<file path="src/rtl/jump_table_loader.sv">
// Writer side of the jump-target table: assembles 3-byte {addr, offset} records
// from a byte stream and issues one indexed table write per record.
module jump_table_loader #(
  parameter int D     = 12,
  parameter int DEPTH = 256,
  localparam int IW   = $clog2(DEPTH),
  localparam int CW   = IW + 1
) (
  input  logic          clk,
  input  logic          reset_n,
  input  logic          start,
  input  logic [7:0]    in_data,
  input  logic          in_valid,
  output logic          in_ready,
  output logic          wr_en,
  output logic [IW-1:0] wr_idx,
  output logic [D-1:0]  wr_addr,
  output logic [D-1:0]  wr_off,
  output logic [CW-1:0] count,
  output logic          done,
  output logic          overflow
);

  typedef enum logic [2:0] {IDLE, BYTE0, BYTE1, BYTE2, DONE} state_t;

  state_t        state, state_nxt;
  logic [7:0]    b0, b1;
  logic          xfer, sentinel, room;
  logic [D-1:0]  rec_addr, rec_off;

  assign in_ready = (state == BYTE0) || (state == BYTE1) || (state == BYTE2);
  assign done     = (state == DONE);
  // A byte offered alongside start is dropped; the source resends it.
  assign xfer     = in_valid & in_ready & ~start;

  // Record as it stands once the third byte (in_data) lands.
  assign rec_addr = {b1[3:0], b0};
  assign rec_off  = {in_data, b1[7:4]};
  assign sentinel = (rec_addr == {D{1'b1}}) && (rec_off == '0);
  assign room     = (count < CW'(DEPTH));

  always_ff @(posedge clk or negedge reset_n) begin
    if (!reset_n) state <= IDLE;
    else          state <= state_nxt;
  end

  always_comb begin
    state_nxt = state;
    case (state)
      IDLE:    state_nxt = IDLE;
      BYTE0:   if (xfer) state_nxt = BYTE1;
      BYTE1:   if (xfer) state_nxt = BYTE2;
      BYTE2:   if (xfer) state_nxt = sentinel ? DONE : BYTE0;
      DONE:    state_nxt = DONE;
      default: state_nxt = IDLE;
    endcase
    if (start) state_nxt = BYTE0;
  end

  always_ff @(posedge clk or negedge reset_n) begin
    if (!reset_n) begin
      b0       <= '0;
      b1       <= '0;
      wr_en    <= 1'b0;
      wr_idx   <= '0;
      wr_addr  <= '0;
      wr_off   <= '0;
      count    <= '0;
      overflow <= 1'b0;
    end else begin
      wr_en <= 1'b0;
      if (start) begin
        count    <= '0;
        overflow <= 1'b0;
      end else if (xfer) begin
        case (state)
          BYTE0: b0 <= in_data;
          BYTE1: b1 <= in_data;
          BYTE2: begin
            // Full table: record is dropped, loading continues until sentinel.
            if (!sentinel) begin
              if (room) begin
                wr_en   <= 1'b1;
                wr_idx  <= count[IW-1:0];
                wr_addr <= rec_addr;
                wr_off  <= rec_off;
                count   <= count + 1'b1;
              end else begin
                overflow <= 1'b1;
              end
            end
          end
          default: ;
        endcase
      end
    end
  end

endmodule

</file>
<file path="config.mk">
export PLATFORM = sky130hd
export DESIGN_NAME = jump_table_loader
export DESIGN_NICKNAME = d
export VERILOG_FILES = /design/src/rtl/jump_table_loader.sv
export SDC_FILE = /design/constraint.sdc
export NUM_CORES = 1
export LEC_CHECK = 0
export CELL_PAD_IN_SITES_DETAIL_PLACEMENT = 0
export CELL_PAD_IN_SITES_GLOBAL_PLACEMENT = 1
export CORE_MARGIN = 4
export CORE_UTILIZATION = 50
export CTS_BUF_LIST = sky130_fd_sc_hd__clkbuf_2 sky130_fd_sc_hd__clkbuf_4 sky130_fd_sc_hd__clkbuf_8
export DETAILED_ROUTE_END_ITERATION = 10
export DONT_BUFFER_PORTS = 1
export PLACE_DENSITY = 0.88
export SETUP_SLACK_MARGIN = 0.1
export SLEW_MARGIN = 20
export SYNTH_ARGS = -nofsm -noshare
export SYNTH_HDL_FRONTEND = slang
export SYNTH_SLANG_ARGS = --single-unit
</file>
<file path="constraint.sdc">
create_clock -name clk -period 5.9 [get_ports clk]
set_clock_uncertainty 0.1 [all_clocks]
set_input_delay 0.295 -clock clk [delete_from_list [all_inputs] [get_ports clk]]
set_output_delay 0.295 -clock clk [all_outputs]
set_load 0.05 [all_outputs]
</file>
==> impl_metrics.ini, run 1 <==
[timing]
drv_slew = 0
whs_ns = 0.0163
slew_headroom = 0.336
rsz0062_at_grt = false
fin_ws_ns = 3.31
tightest_slew_ns = 0.988
post-route-period-util = 0.440
finalCriticalPeriod_ns = 2.59
finalHoldViolCount = 0
final.setup.tns_ns = 0
setup_violations = 0
max_freq_ghz = 0.386

[power_and_ir_drop]
pwr-share-clk = 0.246
ir_worst_vdd_mv = 0.348
power.density_mw_per_mm2 = 461
leakage_nw = 1.36
p_comb_frac = 0.132
p_sw_mw = 0.548
total_power_mw = 1.41
p_int_mw = 0.859
switching_share = 0.389
pwr-share-seq = 0.621

[synthesis]
synthesis.area_mm2 = 0.00273
syn-num-nets = 196
ys_async_sr_fraction = 1.00
avgSynthCellArea_um2 = 14.9
synth_area_leader_cell = dfrtp_1
syn_inst = 183
synth_area_leaders = dfrtp_1 (57%), mux2_4 (16%), mux2_2 (9.1%), buf_12 (2.2%), nor2_1 (2.1%)
ys_seq_area_frac = 0.568
yosys_register_bits = 62
synth_edf_count = 0
synth_top_area_share = 0.568
synth_warnings = 0
synth-main-ff-cell = dfrtp_1
yosysUniqueCellTypes = 32

[detailed_routing]
wl_um = 5370
viasPerCell = 5.62
dr.pass1.iters = 4
drt_iter0_markers = 76
wire_per_inst_um = 19.8
vias = 1522
drc = 0
ant_nets = 0

[finish]
syn2layout_area_growth_pct = 11.7
finish.instance_area_mm2 = 0.00305
stdcell_count = 271
drive_above_1_share = 0.358
layout.nets = 211
n_antenna_cell = 0
finish.utilization = 0.587

[die]
initial_utilization = 0.525
die_x_um = 81.9
die_h_um = 81.9
core_mm2 = 0.00520
io-pin-count = 57
fp-row-count = 26
die-area_mm2 = 0.00671

[placed_design]
hpwl_um = 3750
place_congestion = 0.795
dpl-instance-area_mm2 = 0.00274
io_buffer_count = 0
dp_cells = 245
post-place-ws_ns = 3.33

[clocking]
cts_root_buffer = clkbuf_8
tritoncts = done
numCtsBuffers = 9
cts_htree_levels = 3
clkLatencyLatePin_ns = 0.33
cts_max_path_buffers = 2
cts.sinks = 62
cts.clk_slew.worst_paths_ns = 0.06
cts_resized = 0

[min_path]
min_path_type = in -> reg
whs_path_depth = 1

[grt]
grt_max_degree = 63
overflow = 0
grt_first_pass_wirelength_um = 8870
antenna_found_initial = 0
grt_pass1_vias = 1648
grt_usage = 0.183

[flow_run]
maxCapViolCount = 0

[setup_path]
worstSetupEndpointType = flop
critical_path_arrival_ns = 2.70
path_cells = or4_1 > nor4_4 > a211oi_4 > and2_4 > mux2_4
crit_required_ns = 6.01
path_class = reg -> reg
worstPathMaxFanout = 33
r2r_cells = 5
startpoint_type = flop
slowest_delay_ns = 0.59
cpMaxStageDelayCell = or4_1

[run_status]
status = finished clean
worst max-delay path, delay by kind of cell, from the launching register on:
kind	cells	cell delay [ns]
and+or+nand+nor	3	1.41
muxes	1	0.37
AOI/OAI and AO/OA	1	0.17
DFF	1	0.39
metal layers:
layer | GRT usage | up-vias | share of wire
met5 | 0 | - | 0
met4 | 0.0947 | 0 | 0.024
met3 | 0.0735 | 13 | 0.080
met2 | 0.268 | 45 | 0.48
met1 | 0.232 | 779 | 0.42
li1 | - | 685 | -
final timing paths:
| kind | from | to | slack (ns) |
|---|---|---|---|
| min in group asynchronous | reset_n | wr_off[3] | 0.39 |
| max in group asynchronous | reset_n | wr_idx[1] | 5.05 |
| setup / recovery | b1[5] | wr_addr[10] | 3.31 |
| hold reg to reg | b1[4] | wr_off[0] | 0.42 |
| hold / removal | in_data[6] | b1[6] | 0.02 |
| setup reg to reg | b1[5] | wr_addr[10] | 3.31 |
cell usage after synthesis, types with 2 or more instances:
cell type / count
a2111oi_0: 2
nor3_1: 2
nand3_1: 2
nor2_1: 15
mux2i_1: 2
dfrtp_1: 62
mux2_2: 22
clkbuf_1: 4
nor2b_1: 3
mux2_4: 29
xnor2_1: 3
nor4_2: 2
a31oi_1: 2
nand4_1: 5
a21oi_1: 2
nand2_1: 6
or4_1: 3
buf_12: 3
repair_timing:
item	CTS	global route
hold endpoints to repair	76	6
hold buffers	8	4
setup buffers	0	0
layout by cell type (no fill, tap or decap):
master,synthesis,routed
clkbuf_4,0,3
dfrtp_1,62,62
nand2_1,6,6
a31oi_1,2,2
nand4_1,5,5
inv_1,1,1
nand3_1,2,2
and2_1,1,1
nor3b_1,1,1
nor4_2,2,2
bufinv_16,0,1
xor2_1,1,1
nor2b_1,3,3
nand4b_1,1,1
mux2_2,22,22
a211oi_4,1,1
a21oi_1,2,2
clkinv_2,0,1
or4_1,3,3
mux2i_1,2,2
buf_16,0,1
o31ai_1,1,1
nor2_1,15,15
nor3_1,2,2
xnor2_1,3,3
mux2_4,29,29
dlygate4sd3_1,0,11
a2111oi_0,2,2
nor4_4,1,1
clkbuf_8,0,9
a31o_2,1,1
and4_1,1,1
nand3b_1,1,1
ha_1,1,1
and2_4,1,1
power groups by stage:
stage,registers (mW),clock network [mW],logic [mW]
6_report,0.874,0.347,0.186
5_1_grt,0.890,0.378,0.201
4_1_cts,0.878,0.356,0.186
3_5_place_dp,0.884,0,0.169
3_3_place_gp,0.879,0,0.160
2_1_floorplan,0.847,0,0.160
state kept, by name (all words and copies together), names as in the netlist:
name / cells
overflow: 1
state: 3
wr_off: 12
b1: 8
wr_en: 1
b0: 8
wr_addr: 12
count: 9
wr_idx: 8
area by class of cell:
type | count | area [um^2]
fillers | 396 | 2150
flip-flops and latches | 62 | 1550
multi-input cells | 112 | 1090
clock buffers | 12 | 146
repair buffers | 12 | 138
well taps | 70 | 87.6
clock inverters | 2 | 35.0
inverters | 1 | 3.75
cells by family (layout without fill, tap and decap cells):
family | after synthesis | in the layout | synth area share
AOI/OAI and AO/OA | 9 | 9 | 0.0279
DFF | 62 | 62 | 0.568
adders and majority gates | 1 | 1 | 0.00458
and+or+nand+nor | 45 | 45 | 0.0970
xor gates and xnor gates | 4 | 4 | 0.0128
buffers and inverters | 9 | 27 | 0.0329
muxes | 53 | 53 | 0.257
No activity file was read; power rests on OpenSTA's default activity.
==> run 2, diff against run 1 <==
- clock period: 5.9 -> 2.7 ns (I/O delays scaled with it)
==> run 2 against run 1 <==
Final cell count rose by 4.1%. Total power rose by 130%. Count of clock-buffer cells in the layout rose by 2. Via count rose by 5.0%. Core utilization rose by 2.1 points. Die area did not move. Flip-flop and latch count did not move. Sequential power rose by 120%. Hold slack improved by 0.029 ns. Global-route usage rose by 0.57 points. Critical path type unchanged. Highest routed layer unchanged.
==> impl_metrics.ini, run 2 (same netlist as run 1, synthesis figures left out) <==
[flow_run]
maxCapViolCount = 0

[grt]
grt_max_degree = 63
overflow = 0
antenna_found_initial = 0
grt_usage = 0.188
grt_pass1_vias = 1770
grt_first_pass_wirelength_um = 9180

[setup_path]
path_class = reg -> reg
cpMaxStageDelayCell = or4_1
r2r-end = wr_off[4]
r2r-start = b1[5]
startpoint_type = flop
reg2reg_slack_ns = 0.19
path_cells = or4_1 > nor4_4 > a211oi_4 > and2_4 > mux2_4
slowest_delay_ns = 0.58
crit_required_ns = 2.82
worstPathMaxFanout = 33
worstSetupEndpointType = flop
r2r_cells = 5
critical_path_arrival_ns = 2.63
startpoint = b1[5]

[clocking]
clkLatencyLatePin_ns = 0.34
cts_htree_levels = 3
cts_setup_buffers = 0
cts.clk_slew.worst_paths_ns = 0.06
cts.sinks = 62
cts_root_buffer = clkbuf_8
numCtsBuffers = 9
cts_max_path_buffers = 2
tritoncts = done

[power_and_ir_drop]
ir_worst_vdd_mv = 0.716
power.density_mw_per_mm2 = 1010
total_power_mw = 3.20
leakage_nw = 1.43

[timing]
max_freq_ghz = 0.398
setup_violations = 0
post-route-period-util = 0.929
finalHoldViolCount = 0
finalCriticalPeriod_ns = 2.51
slew_headroom = 0.400
final.setup.tns_ns = 0
rsz0062_at_grt = false
drv_slew = 0
tightest_slew_ns = 0.897

[min_path]
min_to = state[0]
min_from = in_valid
min_path_type = in -> reg
whs_path_depth = 3

[detailed_routing]
wire_per_inst_um = 20.3
viasPerCell = 5.67
ant_nets = 0
vias = 1598
drc = 0
drt_iter0_markers = 83
wl_um = 5730
dr.pass1.iters = 4

[finish]
finish.utilization = 0.608
multi_input_area_mm2 = 0.00109
n_antenna_cell = 0
final.fill_count = 389
final_cell_mix = dfrtp_1 (62), mux2_4 (29), mux2_2 (22), nor2_1 (15), clkbuf_8 (13)
layout.nets = 220
reg_top3 = wr_addr: 12 flops, wr_off: 12 flops, count: 9 flops
seqCellArea_mm2 = 0.00155
drive_above_1_share = 0.392
syn2layout_area_growth_pct = 15.7
final_common_cell = dfrtp_1

[run_status]
status = finished clean

[die]
fp-row-count = 26
die-area_mm2 = 0.00671
core_mm2 = 0.00520
die_h_um = 81.9
die_x_um = 81.9
initial_utilization = 0.525
io-pin-count = 57

[placed_design]
io_buffer_count = 0
place_congestion = 0.780
hpwl_um = 3850
## run 2: changes by cell type in the layout (fill, tap and decap cells not counted)
cell	delta
buf_4	+9
clkinvlp_4	+1
clkinv_2	-1
clkbuf_8	+4
clkbuf_4	-2
## run 2: area by class of cell
cell class / count / area share
clock inverter: 2 / 0.0119
clock buffer: 14 / 0.0589
multi-input combinational: 112 / 0.345
inverter: 1 / 0.00119
timing repair buffer: 21 / 0.0648
tap: 70 / 0.0277
sequential: 62 / 0.490
## run 2: how the worst max path moves through the flow
stage	cells after the start	slack, ns	end
after CTS	5	0.18	wr_off[9]
after detailed placement	5	0.19	wr_addr[1]
after global placement	5	0.25	wr_off[5]
after floorplan	7	0.25	wr_addr[10]
after global routing	4	0.11	wr_idx[7]
final	5	0.19	wr_off[4]
## run 2: metal layers
metal	vias up	GRT usage	part of all wire	routed length, um
met5	-	0	0	0
met4	0	0.120	0.026	150
met3	15	0.0581	0.079	450
met2	51	0.278	0.47	2720
met1	821	0.240	0.42	2410
li1	711	-	-	-
## run 2: through the flow
stage | std cells | setup slack [ns] | instance area, um^2 | hold slack [ns]
after CTS | 282 | 0.177 | 3160 | 0.0341
final | 282 | 0.190 | 3160 | 0.0449
after global placement | 254 | 0.249 | 2800 | -0.259
after global routing | 282 | 0.108 | 3160 | 0.0843
after detailed placement | 254 | 0.190 | 2800 | -0.259
after floorplan | 183 | 0.247 | 2730 | -0.261
## run 2: power by group
part,internal [mW],switching [mW]
registers,1.15,0.762
clock network,0.538,0.339
logic,0.285,0.132
## run 2: timing repair
| action | CTS | global route |
|---|---|---|
| hold endpoints to repair | 99 | 0 |
| hold buffers | 12 | 0 |
| resized for setup | 0 | 0 |
## run 2: critical path, delay by kind of cell (launching register included)
family	cells	cell delay, ns
AOI/OAI and AO/OA	1	0.16
DFF	1	0.40
muxes	1	0.37
and+or+nand+nor	3	1.33
